--- src/rtl/mac_pkg.sv ---
// Shared types and helpers for the iterative digit-serial MAC sequencer.
package mac_pkg;

    typedef enum logic [1:0] {
        IDLE = 2'd0,
        RUN  = 2'd1,
        DONE = 2'd2
    } state_t;

    localparam int N_DEF = 8;
    localparam int NDIG_DEF = N_DEF / 2;
    localparam int MAXW = 64;

    // Step counter width for an n-bit operand pair
    function automatic int kw_of(input int n);
        int pairs;
        pairs = (n / 2) * (n / 2);
        return (pairs <= 2) ? 1 : $clog2(pairs);
    endfunction

    function automatic logic [MAXW-1:0] sext5(
        input logic [4:0] p,
        input logic       sgn,
        input int         width
    );
        logic [MAXW-1:0] r;
        r = {{(MAXW-5){sgn & p[4]}}, p};
        if (width < MAXW)
            r = r & ((64'd1 << width) - 64'd1);
        return r;
    endfunction

endpackage

--- src/rtl/sbb.sv ---
// 2x2 signed/unsigned digit multiplier; operands sign-extend only when
// their sign flag is set, result wraps to 5 bits.
module sbb (
    input  logic [1:0] md,
    input  logic [1:0] mr,
    input  logic       sx,
    input  logic       sy,
    output logic [4:0] p
);

    logic signed [4:0] x;
    logic signed [4:0] y;

    assign x = {{3{sx & md[1]}}, md};
    assign y = {{3{sy & mr[1]}}, mr};
    assign p = x * y;

endmodule

--- src/rtl/mac_seq_ctrl.sv ---
// Multiply-accumulate sequencer: one 2x2 digit product per cycle,
// weighted partial sums folded into a wrapping accumulator.
module mac_seq_ctrl
    import mac_pkg::*;
#(
    parameter int N     = N_DEF,
    parameter int ACC_W = 32
) (
    input  logic             clk,
    input  logic             rst,
    input  logic             in_valid,
    output logic             in_ready,
    input  logic [N-1:0]     a,
    input  logic [N-1:0]     b,
    input  logic             a_signed,
    input  logic             b_signed,
    input  logic             acc_clr,
    output logic             out_valid,
    input  logic             out_ready,
    output logic [ACC_W-1:0] acc_out,
    output logic             busy
);

    localparam int NDIG = N / 2;
    localparam int W2 = 2 * N;
    localparam int KW = kw_of(N);
    localparam logic [KW-1:0] KLAST = KW'(NDIG * NDIG - 1);

    state_t state;
    state_t state_next;

    logic [KW-1:0]    k;
    logic [N-1:0]     a_q;
    logic [N-1:0]     b_q;
    logic             a_sg;
    logic             b_sg;
    logic             clr_q;
    logic [W2-1:0]    prod;
    logic [W2-1:0]    prod_next;
    logic [W2-1:0]    term;
    logic [ACC_W-1:0] acc_add;
    logic [1:0]       md;
    logic [1:0]       mr;
    logic             sx;
    logic             sy;
    logic [4:0]       p;
    logic             last;
    int               i;
    int               j;

    sbb u_sbb (
        .md (md),
        .mr (mr),
        .sx (sx),
        .sy (sy),
        .p  (p)
    );

    always_ff @(posedge clk or posedge rst) begin
        if (rst)
            state <= IDLE;
        else
            state <= state_next;
    end

    always_comb begin
        state_next = state;
        unique case (state)
            IDLE:    if (in_valid) state_next = RUN;
            RUN:     if (last) state_next = DONE;
            DONE:    if (out_ready) state_next = IDLE;
            default: state_next = IDLE;
        endcase
    end

    always_comb begin
        in_ready  = 1'b0;
        busy      = 1'b0;
        out_valid = 1'b0;
        unique case (state)
            IDLE:    in_ready = 1'b1;
            RUN:     busy = 1'b1;
            DONE:    out_valid = 1'b1;
            default: ;
        endcase
    end

    // Digit selection and weighting of the current partial product
    always_comb begin
        i = int'(k) / NDIG;
        j = int'(k) % NDIG;
        md = 2'(a_q >> (2 * i));
        mr = 2'(b_q >> (2 * j));
        sx = a_sg & (i == NDIG - 1);
        sy = b_sg & (j == NDIG - 1);
        term = W2'(sext5(p, sx | sy, W2)) << (2 * (i + j));
        prod_next = prod + term;
        if (a_sg | b_sg)
            acc_add = ACC_W'($signed(prod_next));
        else
            acc_add = ACC_W'(prod_next);
    end

    assign last = (k == KLAST);

    always_ff @(posedge clk or posedge rst) begin
        if (rst) begin
            k       <= '0;
            a_q     <= '0;
            b_q     <= '0;
            a_sg    <= 1'b0;
            b_sg    <= 1'b0;
            clr_q   <= 1'b0;
            prod    <= '0;
            acc_out <= '0;
        end else if (state == IDLE && in_valid) begin
            k     <= '0;
            a_q   <= a;
            b_q   <= b;
            a_sg  <= a_signed;
            b_sg  <= b_signed;
            clr_q <= acc_clr;
            prod  <= '0;
        end else if (state == RUN) begin
            k    <= k + 1'b1;
            prod <= prod_next;
            if (last)
                acc_out <= (clr_q ? '0 : acc_out) + acc_add;
        end
    end

endmodule

--- config.mk ---
export PLATFORM = sky130hd
export DESIGN_NAME = mac_seq_ctrl
export DESIGN_NICKNAME = d
export VERILOG_FILES = /design/src/rtl/mac_pkg.sv /design/src/rtl/sbb.sv /design/src/rtl/mac_seq_ctrl.sv
export SDC_FILE = /design/constraint.sdc
export NUM_CORES = 1
export LEC_CHECK = 0
export ABC_CLOCK_PERIOD_IN_PS = 11220
export BUFFER_PORTS_ARGS = -buffer_cell sky130_fd_sc_hd__buf_4
export CAP_MARGIN = 40
export CORE_MARGIN = 5
export CORE_UTILIZATION = 61
export CTS_CLUSTER_SIZE = 40
export DETAILED_ROUTE_END_ITERATION = 8
export GPL_TIMING_DRIVEN = 0
export PLACE_DENSITY = 0.92
export SYNTH_ARGS = -nofsm -noshare
export SYNTH_HDL_FRONTEND = slang
export SYNTH_HIERARCHICAL = 1
export SYNTH_SLANG_ARGS = --single-unit
--- constraint.sdc ---
create_clock -name clk -period 11.22 [get_ports clk]
set_input_delay 1.122 -clock clk [delete_from_list [all_inputs] [get_ports clk]]
set_output_delay 1.122 -clock clk [all_outputs]
set_load 0.005 [all_outputs]
* Word level (Yosys, flattened, before mapping)
Index checks and enable logic that the tools add are counted.
** Storage, ports and cells
- Bits of input ports :: 23
- Register bits :: 73
- Word-level logic and storage cells :: 51
** Operators by class
- Multiply operators :: 1
- Mux-type cells :: 13
- $add $sub $neg :: 4
- Shift-type cells :: 3
- Reduce and logical (&&, ||, !) cells :: 5
- Bitwise gates (word level) :: 8
- Equality and inequality tests :: 8
** Operator list (number)
- $mux 32 :: 2
- $add 32x32->32 :: 1
- $mux 16 :: 2
- $add 16x16->16 :: 1
- $shl 16x4->16 :: 1
- $shr 8x3->2 :: 2
- $mux 4 :: 2
- $eq 2x1->1 const B :: 3
- $mux 2 :: 3
- $ne 2x2->1 const B :: 3
- $pmux 2 s3 :: 1
- $reduce_and 3->1 :: 2
- $and 1x1->1 :: 5
- $mul 3x3->5 :: 1
- $add 4x1->4 const B :: 1
- $eq 4x4->1 const B :: 1
- $add 2x2->3 :: 1
- $mux 1 :: 3
- $eq 2x2->1 const B :: 1
- $logic_not 2->1 :: 1
- $or 1x1->1 :: 2
- $reduce_bool 2->1 :: 1
- $logic_and 1x1->1 :: 1
- $not 1->1 :: 1

* Logic depth before layout (Yosys ltp)
Gate-level depths: netlist of the first run.
- Depth in word-level cells :: 9
- Depth in mapped cells :: 39
- Gate-level depth less buffers :: 36

* By module
Netlist of the first run, hierarchy kept.
** Modules (own cells, without submodules)
- mac_seq_ctrl :: cells each 718, times used 1, area each 5849.4 um^2
- sbb :: cells each 26, times used 1, area each 217.7 um^2

* Least setup slack after synthesis of the first run
No wires, ideal clock.
- Kind :: reg2reg
- From :: register k[2]
- To :: register acc_out[31]
- Stages on the path, launching flop included :: 36
- Data arrival time :: 7.734 ns
- Setup slack :: 3.366 ns
- Required time :: 11.100 ns
- Path through :: dfrtp_1 > buf_6 > mux4_2 > or2_2 > fa_1 > inv_1 > ha_1 > ha_1 > xor2_1 > xnor2_1 > xnor2_1 > clkbuf_1 > nand2_1 > nor2_1 > a21oi_1 > o22ai_1 > ha_1 > a21oi_1 > nor2b_1 > o21ai_0 > a31oi_1 > o211ai_2 > buf_6 > inv_2 > buf_2 > ha_1 > a21o_1 > a21o_1 > a21o_1 > a21o_1 > a21o_1 > a41oi_1 > o21ai_1 > mux2_4 > a2111o_1 > o211a_1
** RTL lines
- start, declared :: line mac_seq_ctrl.sv:32 : logic [KW-1:0] k;
- start signal, assigned :: line mac_seq_ctrl.sv:125 : k <= k + 1'b1;
- $shr 8x3->2 * :: line mac_seq_ctrl.sv:92 : md = 2'(a_q >> (2 * i));
- named net md[1] :: line mac_seq_ctrl.sv:42 : logic [1:0] md;
- $and 1x1->1 :: line sbb.sv:14 : assign x = {{3{sx & md[1]}}, md};
- $mul 3x3->5 * :: line sbb.sv:16 : assign p = x * y;
- named net p[4] :: line mac_seq_ctrl.sv:46 : logic [4:0] p;
- $and 1x1->1 :: line mac_pkg.sv:27 : r = {{(MAXW-5){sgn & p[4]}}, p};
- $shl 16x4->16 * :: line mac_seq_ctrl.sv:96 : term = W2'(sext5(p, sx | sy, W2)) << (2 * (i + j));
- $add 16x16->16 * :: line mac_seq_ctrl.sv:97 : prod_next = prod + term;
- $mux 32 * :: line mac_seq_ctrl.sv:98 : if (a_sg | b_sg)
- $add 32x32->32 * :: line mac_seq_ctrl.sv:128 : acc_out <= (clr_q ? '0 : acc_out) + acc_add;
- end signal, assigned :: line mac_seq_ctrl.sv:128
- end, declared :: line mac_seq_ctrl.sv:20 : output logic [ACC_W-1:0] acc_out,
The timed path passes the listed nets; every way through them passes the cells marked *.
A chain may end at the register's enable or synchronous reset.

* Worst setup path in the final report of the first run
Same ends and word-level chain as after synthesis.

==> impl_metrics.py, run 1 <==
metrics = {
    "status": {
        "status": "finished, final reports clean",
    },
    "global_routing": {
        "grt_pass1_wl_um": 27700,
        "grt_overflow": 0,
        "top_usage_layer": "met2",
        "antenna_found_initial": 0,
        "met2_usage_pct": 51.5,
        "met1_usage_pct": 34.4,
        "grt_max_degree": 54,
        "grt_usage_pct": 29.1,
        "grt_util_met3_pct": 4.23,
        "first_global_vias": 5902,
    },
    "setup_path": {
        "startpoint_type": "flip-flop",
        "path_max_fanout": 19,
        "crit_required_ns": 11.49,
        "cpPeakStageDelay_ns": 0.60,
        "crit_slowest_cell": "mux4_2",
        "r2r_setup_slack_ns": 1.98,
        "critPathLaunch": "k[2]",
        "cp-end-kind": "flip-flop",
        "reg2reg_from": "k[2]",
        "crit_type": "reg2reg",
        "arrival_ns": 9.51,
        "path_common_cell": "a21o_1",
    },
    "sta": {
        "hold_viol": 0,
        "finalSetupViolCount": 0,
        "timing.slew.headroom_pct": 46.4,
        "setup_slack_ns": 1.98,
        "fmax_mhz": 108,
        "maxSlewViolCount": 0,
        "skew_ns": 0.0130,
        "fin_hold_ws_ns": 0.484,
        "tns_ns": 0,
        "finalCritPeriodShare_pct": 82.3,
        "grt_setup_unrepaired": "no",
        "tightest_slew_ns": 0.793,
        "period_needed_ns": 9.24,
    },
    "floorplanning": {
        "die_h_um": 110,
        "dieArea_mm2": 0.0120,
        "initial_utilization_pct": 62.4,
        "die_w_um": 110,
        "ios": 58,
        "row_count": 36,
        "core-area_mm2": 0.00973,
    },
    "detailed_routing": {
        "firstDrtPassIters": 6,
        "wirelength_um": 16500,
        "wl_per_cell_um": 17.4,
        "drc_errors": 0,
        "ant_nets": 0,
        "drt-initial-drc-count": 407,
        "viasPerCell": 6.14,
        "dr_total_vias": 5843,
    },
    "cts": {
        "cts_tree": "built",
        "post_cts_buffers": 0,
        "clockBufferDepth": 2,
        "clock_tree.root_cell": "clkbuf_8",
        "clock_sinks": 73,
        "clkTransAtPathRegs_ns": 0.09,
        "clkLatencyLatePin_ns": 0.37,
        "ctsHoldBuffers": 0,
        "cts_buffers": 9,
        "htree_num_levels": 3,
        "post_cts_resize_count": 0,
    },
    "place": {
        "placedCellCount": 935,
        "place_ws_ns": 2.09,
        "post-dp-hpwl_um": 12300,
        "io_buffer_count": 57,
        "gp_congestion": 0.939,
    },
    "synth": {
        "ys.flop_type": "dfrtp_1",
        "yosys_warnings": 6,
        "ys_ff_latch": 73,
        "syn_nets": 819,
        "synth.distinct_cells": 73,
        "synth_area_per_cell_um2": 8.15,
        "netlist_area_mm2": 0.00607,
        "synthArstFlopShare_pct": 100,
        "ys_seq_area_share_pct": 30.1,
        "synth_edf_count": 0,
        "syn_inst": 744,
    },
    "layout": {
        "fillerInstances": 772,
        "synthToLayoutAreaGrowth_pct": 13.6,
        "final_cell_mix": "141 x nand2_1, 73 x dfrtp_1, 57 x buf_4",
        "fin_nets": 888,
        "utilization_pct": 70.9,
        "multi_input_area_mm2": 0.00395,
        "diodes": 0,
        "layout_commonest_cell": "nand2_1",
        "fin_cells": 951,
        "ff_latch_area_mm2": 0.00183,
        "drive_above_1_share_pct": 12.5,
    },
    "pwr": {
        "pwr_density_cell_mw_per_mm2": 254,
        "peakVddDrop_mv": 0.117,
        "leakagePower_uw": 0.00339,
    },
    "job": {
        "max_cap_violations": 0,
    },
    "hold_path": {
        "hp-class": "reg2reg",
        "min_from": "b_q[7]",
    },
}
-- area by class of cell --
type / instances / area share, %
Inverter: 34 / 1.89
Sequential cell: 73 / 26.5
Buffer: 37 / 2.38
Tap cell: 133 / 2.41
Multi-Input combinational cell: 600 / 57.3
Clock inverter: 7 / 1.14
Timing Repair Buffer: 58 / 6.61
Clock buffer: 9 / 1.80
-- metrics by stage --
stage,power [uW],instance area (um2)
after CTS,1730,6890
final,1750,6890
after global placement,1440,6660
after detailed placement,1500,6690
after global routing,1890,6890
after floorplan,1210,6070
-- registers in the layout, indices dropped and copies added (netlist names) --
name,cells
acc_out,32
k,4
a_q,8
clr_q,1
b_sg,1
state,2
b_q,8
a_sg,1
prod,16
-- power breakdown --
group | switching, uW | internal (uW)
logic | 661 | 435
registers | 77.2 | 358
clock network | 114 | 105
total | 852 | 898
-- metal layers --
metal  vias up  routed length, um
met5         -                  0
li1       2767                  -
met1      2776               6510
met4         0                644
met3        64                943
met2       236               8440
-- cells by family after synthesis --
group	after synthesis	synth area share (%)
buffers and inverters	71	4.80
AO/OA/AOI/OAI	199	21.8
flip-flops	73	30.1
AND/OR/NAND/NOR	297	22.9
XOR/XNOR	39	5.63
multiplexers	13	3.26
adder cells (fa/ha/maj)	52	11.5
-- synth_stat cells (4+ instances only) --
cell type / instances / area, um2
o21ai_0: 56 / 280
clkbuf_1: 29 / 109
a21o_1: 17 / 128
mux4_2: 4 / 90.1
a211oi_1: 9 / 67.6
fa_1: 6 / 120
nor3_1: 13 / 65.1
and2_1: 9 / 56.3
a31oi_1: 10 / 62.6
xor2_1: 16 / 140
or2_2: 4 / 25.0
o21a_1: 5 / 37.5
dfrtp_1: 73 / 1830
nand2b_1: 8 / 50.1
nor2b_1: 32 / 200
a21oi_1: 44 / 220
and3_1: 9 / 56.3
nor2_1: 40 / 150
mux2i_1: 7 / 70.1
xnor2_1: 23 / 201
nand3_1: 23 / 115
inv_1: 32 / 120
o31ai_1: 5 / 37.5
o211ai_1: 4 / 30.0
o21bai_1: 5 / 37.5
nand2_1: 141 / 529
ha_1: 46 / 576
-- worst max-delay path: cells and delay by family (launching register included) --
kind                       cells  cell delay [ns]
and+or+nand+nor                4             0.94
xor gates and xnor gates       3             0.48
DFF                            1             0.38
AOI/OAI and AO/OA             15             3.42
adders and majority gates      5             1.85
muxes                          2             0.95
buffers and inverters          6             1.07
-- worst paths after layout --
kind | depth (start not counted) | endpoint
setup / recovery | 35 | acc_out[31]
hold / removal | 2 | b_q[7]
setup reg to reg | 35 | acc_out[31]
hold reg to reg | 2 | b_q[7]
max in group asynchronous | 3 | prod[10]
min in group asynchronous | 2 | acc_out[26]
(Power assumes the default switching activity.)
==> run 2, diff against run 1 <==
--- a/config.mk
+++ b/config.mk
@@ -5,7 +5,7 @@
 export SDC_FILE = /design/constraint.sdc
 export NUM_CORES = 1
 export LEC_CHECK = 0
-export ABC_CLOCK_PERIOD_IN_PS = 11220
+export ABC_CLOCK_PERIOD_IN_PS = 9660
 export BUFFER_PORTS_ARGS = -buffer_cell sky130_fd_sc_hd__buf_4
 export CAP_MARGIN = 40
 export CORE_MARGIN = 5
==> constraint.sdc (replaced) <==
create_clock -name clk -period 9.66 [get_ports clk]
set_input_delay 0.966 -clock clk [delete_from_list [all_inputs] [get_ports clk]]
set_output_delay 0.966 -clock clk [all_outputs]
set_load 0.005 [all_outputs]
==> run 2 against run 1 <==
Clock power grew 16%. Clock skew shrank 0.0016 ns. Sequential share of layout area is essentially flat. Total power grew 16%. Sequential power grew 16%. Critical endpoint unchanged. Combinational power grew 15%.
==> impl_metrics.py, run 2 (synthesis gave the netlist of run 1 again) <==
metrics = {
    "sta": {
        "fmax_mhz": 110,
        "finalCritPeriodShare_pct": 94.0,
        "maxSlewViolCount": 0,
        "fin_hold_ws_ns": 0.484,
        "tightest_slew_ns": 0.661,
        "period_needed_ns": 9.08,
        "hold_viol": 0,
        "tns_ns": 0,
        "timing.slew.headroom_pct": 55.7,
        "skew_ns": 0.0115,
        "finalSetupViolCount": 0,
        "setup_slack_ns": 0.579,
        "grt_setup_unrepaired": "no",
    },
    "hold_path": {
        "hp-class": "reg2reg",
    },
    "floorplanning": {
        "die_w_um": 110,
        "initial_utilization_pct": 62.4,
        "die_h_um": 110,
        "dieArea_mm2": 0.0120,
        "row_count": 36,
        "core-area_mm2": 0.00973,
        "ios": 58,
    },
    "status": {
        "status": "finished, final reports clean",
    },
    "global_routing": {
        "first_global_vias": 5902,
        "grt_max_degree": 54,
        "grt_pass1_wl_um": 27700,
        "grt_overflow": 0,
        "antenna_found_initial": 0,
        "grt_usage_pct": 29.1,
    },
    "pwr": {
        "p_total_uw": 2030,
        "seqPwrFrac_pct": 24.9,
        "leakagePower_uw": 0.00340,
        "p_switching_uw": 991,
        "clkPwrFrac_pct": 12.5,
        "swShare_pct": 48.7,
        "peakVddDrop_mv": 0.137,
        "p_int_uw": 1040,
        "pwr_density_cell_mw_per_mm2": 295,
        "combPwrFrac_pct": 62.6,
    },
    "cts": {
        "htree_num_levels": 3,
        "post_cts_resize_count": 0,
        "clock_tree.root_cell": "clkbuf_8",
        "clkTransAtPathRegs_ns": 0.09,
        "clockBufferDepth": 2,
        "clkLatencyLatePin_ns": 0.37,
        "clock_sinks": 73,
        "cts_tree": "built",
        "post_cts_buffers": 0,
        "ctsHoldBuffers": 0,
        "cts_buffers": 9,
    },
    "layout": {
        "utilization_pct": 70.9,
        "drive_above_1_share_pct": 12.7,
        "layout_commonest_cell": "nand2_1",
        "top_register": "acc_out",
        "reg_top3": "acc_out: 32 flops, prod: 16 flops",
        "final_cell_mix": "141 x nand2_1, 73 x dfrtp_1, 57 x buf_4",
        "largest_reg_flops": 32,
        "fin_nets": 888,
        "synthToLayoutAreaGrowth_pct": 13.8,
        "diodes": 0,
        "fillerInstances": 770,
    },
    "setup_path": {
        "crit_type": "reg2reg",
        "arrival_ns": 9.35,
        "cpPeakStageDelay_ns": 0.60,
        "cp-end-kind": "flip-flop",
        "crit_required_ns": 9.93,
        "crit_slowest_cell": "mux4_2",
        "path_max_fanout": 19,
        "path_common_cell": "a21o_1",
        "startpoint_type": "flip-flop",
    },
    "detailed_routing": {
        "dr_total_vias": 5798,
        "wl_per_cell_um": 17.5,
        "drt-initial-drc-count": 390,
        "firstDrtPassIters": 5,
        "wirelength_um": 16700,
        "viasPerCell": 6.10,
        "drc_errors": 0,
        "ant_nets": 0,
    },
    "job": {
        "max_cap_violations": 0,
    },
    "place": {
        "io_buffer_count": 57,
        "post-dp-hpwl_um": 12300,
        "place_ws_ns": 0.526,
        "gp_congestion": 0.939,
    },
}
run 2: through the flow:
stage               instances  instance area (um2)
floorplan                 744                 6070
global placement          934                 6660
detailed placement        935                 6690
CTS                       951                 6890
global route              951                 6900
finish                    951                 6900
run 2: worst max-delay path: cells and delay by family, from the launching register on:
kind | cells | cell delay, ns
adders and majority gates | 5 | 1.86
AOI/OAI and AO/OA | 15 | 3.43
buffers and inverters | 6 | 0.96
xor gates and xnor gates | 3 | 0.49
DFF | 1 | 0.39
muxes | 2 | 0.95
and+or+nand+nor | 4 | 0.88
run 2: power by group through the flow:
stage | sequential (uW) | clock [uW] | combinational, uW
floorplan | 482 | 0 | 927
global placement | 500 | 0 | 1180
detailed placement | 506 | 0 | 1230
CTS | 502 | 256 | 1250
global route | 519 | 273 | 1410
finish | 506 | 254 | 1270
run 2: routing by layer:
metal	track usage (%)	vias up	part of all wire, %
li1	-	2764	-
met1	34.4	2736	40
met2	51.5	235	51
met3	4.23	63	5.7
met4	14.2	0	3.8
met5	0	-	0
run 2: final timing paths:
kind                        start          end  slack [ns]  cells past startpoint
setup reg to reg             k[2]  acc_out[31]        0.58                     35
hold / removal             b_q[7]       b_q[7]        0.48                      2
min in group asynchronous     rst  acc_out[26]        0.55                      2
max in group asynchronous     rst     prod[10]        8.54                      3
setup / recovery             k[2]  acc_out[31]        0.58                     35
hold reg to reg            b_q[7]       b_q[7]        0.48                      2
run 2: layout make-up:
type                    count  area, um2  share of cell area, %
plain buffers              37        165                   2.39
clock buffers               9        124                   1.79
clock inverters             7       78.8                   1.14
inverters                  34        130                   1.89
multi-input cells         600       3960                   57.3
flip-flops and latches     73       1830                   26.5
well taps                 133        166                   2.41
repair buffers             58        455                   6.60
==> run 3, diff against run 2 <==
--- a/config.mk
+++ b/config.mk
@@ -6,14 +6,14 @@
 export NUM_CORES = 1
 export LEC_CHECK = 0
 export ABC_CLOCK_PERIOD_IN_PS = 9660
-export BUFFER_PORTS_ARGS = -buffer_cell sky130_fd_sc_hd__buf_4
 export CAP_MARGIN = 40
 export CORE_MARGIN = 5
-export CORE_UTILIZATION = 61
+export CORE_UTILIZATION = 65
 export CTS_CLUSTER_SIZE = 40
 export DETAILED_ROUTE_END_ITERATION = 8
+export DONT_BUFFER_PORTS = 1
 export GPL_TIMING_DRIVEN = 0
-export PLACE_DENSITY = 0.92
+export PLACE_DENSITY = 0.91
 export SYNTH_ARGS = -nofsm -noshare
 export SYNTH_HDL_FRONTEND = slang
 export SYNTH_HIERARCHICAL = 1
==> run 3 against run 2 <==
Cell area shrank 6.5%. Sequential cell count did not move. Setup slack improved by 0.091 ns. Non-clock buffer count fell by 57. Maximum frequency grew 1.0%. Combinational power shrank 4%. Critical path type unchanged. Largest cell class unchanged.
==> impl_metrics.py, run 3 (synthesis gave the netlist of run 1 again) <==
metrics = {
    "global_routing": {
        "grt_overflow": 0,
        "first_global_vias": 5754,
        "grt_max_degree": 50,
        "grt_usage_pct": 29.4,
        "grt_pass1_wl_um": 27100,
        "antenna_found_initial": 0,
    },
    "pwr": {
        "pwr_density_cell_mw_per_mm2": 311,
        "p_int_uw": 1000,
        "combPwrFrac_pct": 61.0,
        "seqPwrFrac_pct": 25.8,
        "p_switching_uw": 1010,
        "peakVddDrop_mv": 0.129,
        "swShare_pct": 50.2,
        "leakagePower_uw": 0.00310,
        "clkPwrFrac_pct": 13.2,
    },
    "sta": {
        "skew_ns": 0.0126,
        "hold_viol": 0,
        "period_needed_ns": 8.99,
        "grt_setup_unrepaired": "no",
        "fmax_mhz": 111,
        "tns_ns": 0,
        "finalCritPeriodShare_pct": 93.1,
        "maxSlewViolCount": 0,
        "tightest_slew_ns": 0.637,
        "timing.slew.headroom_pct": 57.3,
        "finalSetupViolCount": 0,
    },
    "setup_path": {
        "cp-end-kind": "flip-flop",
        "crit_buf_inv": 5,
        "arrival_ns": 9.24,
        "crit_cells": 36,
        "cpPeakStageDelay_ns": 0.55,
        "crit_type": "reg2reg",
        "ff2ff_path_depth": 36,
        "startpoint_type": "flip-flop",
        "path_max_fanout": 19,
        "crit_slowest_cell": "dfrtp_1",
        "worst_path_dominant_cell_family": "compound AO/OA/AOI/OAI gates",
        "path_common_cell": "a21o_1",
        "crit_required_ns": 9.91,
    },
    "cts": {
        "post_cts_buffers": 0,
        "clkTransAtPathRegs_ns": 0.10,
        "clock_tree.root_cell": "clkbuf_8",
        "htree_num_levels": 3,
        "clkLatencyLatePin_ns": 0.36,
        "cts_buffers": 9,
        "cts_tree": "built",
        "clock_sinks": 73,
        "clockBufferDepth": 2,
    },
    "layout": {
        "multi_input_area_mm2": 0.00396,
        "diodes": 0,
        "reg_top3": "acc_out: 32 flops, prod: 16 flops",
        "fin_nets": 831,
        "largest_reg_flops": 32,
        "final_cell_mix": "141 x nand2_1, 73 x dfrtp_1, 56 x o21ai_0",
        "ff_latch_area_mm2": 0.00183,
        "layout_commonest_cell": "nand2_1",
        "top_register": "acc_out",
        "post-route-cell-area_mm2": 0.00645,
        "synthToLayoutAreaGrowth_pct": 6.37,
        "drive_above_1_share_pct": 6.18,
        "fillerInstances": 675,
    },
    "floorplanning": {
        "ios": 58,
        "core-area_mm2": 0.00915,
        "die_w_um": 107,
        "row_count": 35,
        "initial_utilization_pct": 66.3,
        "dieArea_mm2": 0.0114,
        "die_h_um": 107,
    },
    "detailed_routing": {
        "ant_nets": 0,
        "viasPerCell": 6.66,
        "firstDrtPassIters": 5,
        "drc_errors": 0,
        "drt-initial-drc-count": 435,
        "wirelength_um": 16300,
        "wl_per_cell_um": 18.7,
        "dr_total_vias": 5805,
    },
    "status": {
        "status": "finished, final reports clean",
    },
    "place": {
        "post-dp-hpwl_um": 11900,
        "place_area_mm2": 0.00624,
        "io_buffer_count": 0,
        "gp_congestion": 1.01,
    },
    "job": {
        "max_cap_violations": 0,
    },
    "hold_path": {
        "hp-class": "in2async",
    },
}
-- run 3: area by class of cell --
cell class | count | share of cell area (%)
flip-flops and latches | 73 | 28.3
well taps | 111 | 2.15
clock inverters | 7 | 1.32
clock buffers | 9 | 1.92
plain buffers | 37 | 2.56
repair buffers | 1 | 0.427
multi-input cells | 600 | 61.3
inverters | 34 | 2.02
-- run 3: power by group through the flow --
stage,Clock [uW],Combinational (uW),Sequential [uW]
floorplan,0,927,482
global placement,0,1110,508
detailed placement,0,1180,515
CTS,265,1200,513
global route,280,1360,526
finish,265,1220,517
-- run 3: layer usage --
layer,wire [um],track usage (%)
met5,0,0
met4,722,14.3
met3,1320,6.26
met2,8260,52.4
met1,5980,33.3
-- run 3: path summary, 6_finish.rpt --
| kind | startpoint | to | slack (ns) |
|---|---|---|---|
| hold reg to reg | b_q[0] | b_q[0] | 0.49 |
| setup / recovery | k[1] | acc_out[31] | 0.67 |
| setup reg to reg | k[1] | acc_out[31] | 0.67 |
| max in group asynchronous | rst | acc_out[16] | 8.67 |
| hold / removal | rst | acc_out[14] | 0.45 |
| min in group clk | b_q[0] | b_q[0] | 0.49 |
-- run 3: repair_timing --
| item | 4_1_cts | 5_1_grt |
|---|---|---|
| endpoints found under the setup margin | 0 | 6 |
| gates resized for setup | 0 | 3 |
| hold buffers | 0 | 0 |
| endpoints found under the hold margin | 0 | 0 |
-- run 3: metrics by stage --
step	power, uW	hold WS [ns]	cells	utilization [%]	setup WS (ns)
floorplan	1410	0.440	744	-	1.81
global placement	1610	0.456	855	67.8	0.881
detailed placement	1690	0.462	856	68.1	0.624
CTS	1980	0.455	872	70.4	0.516
global route	2160	0.457	872	70.5	0.199
finish	2010	0.453	872	70.5	0.670
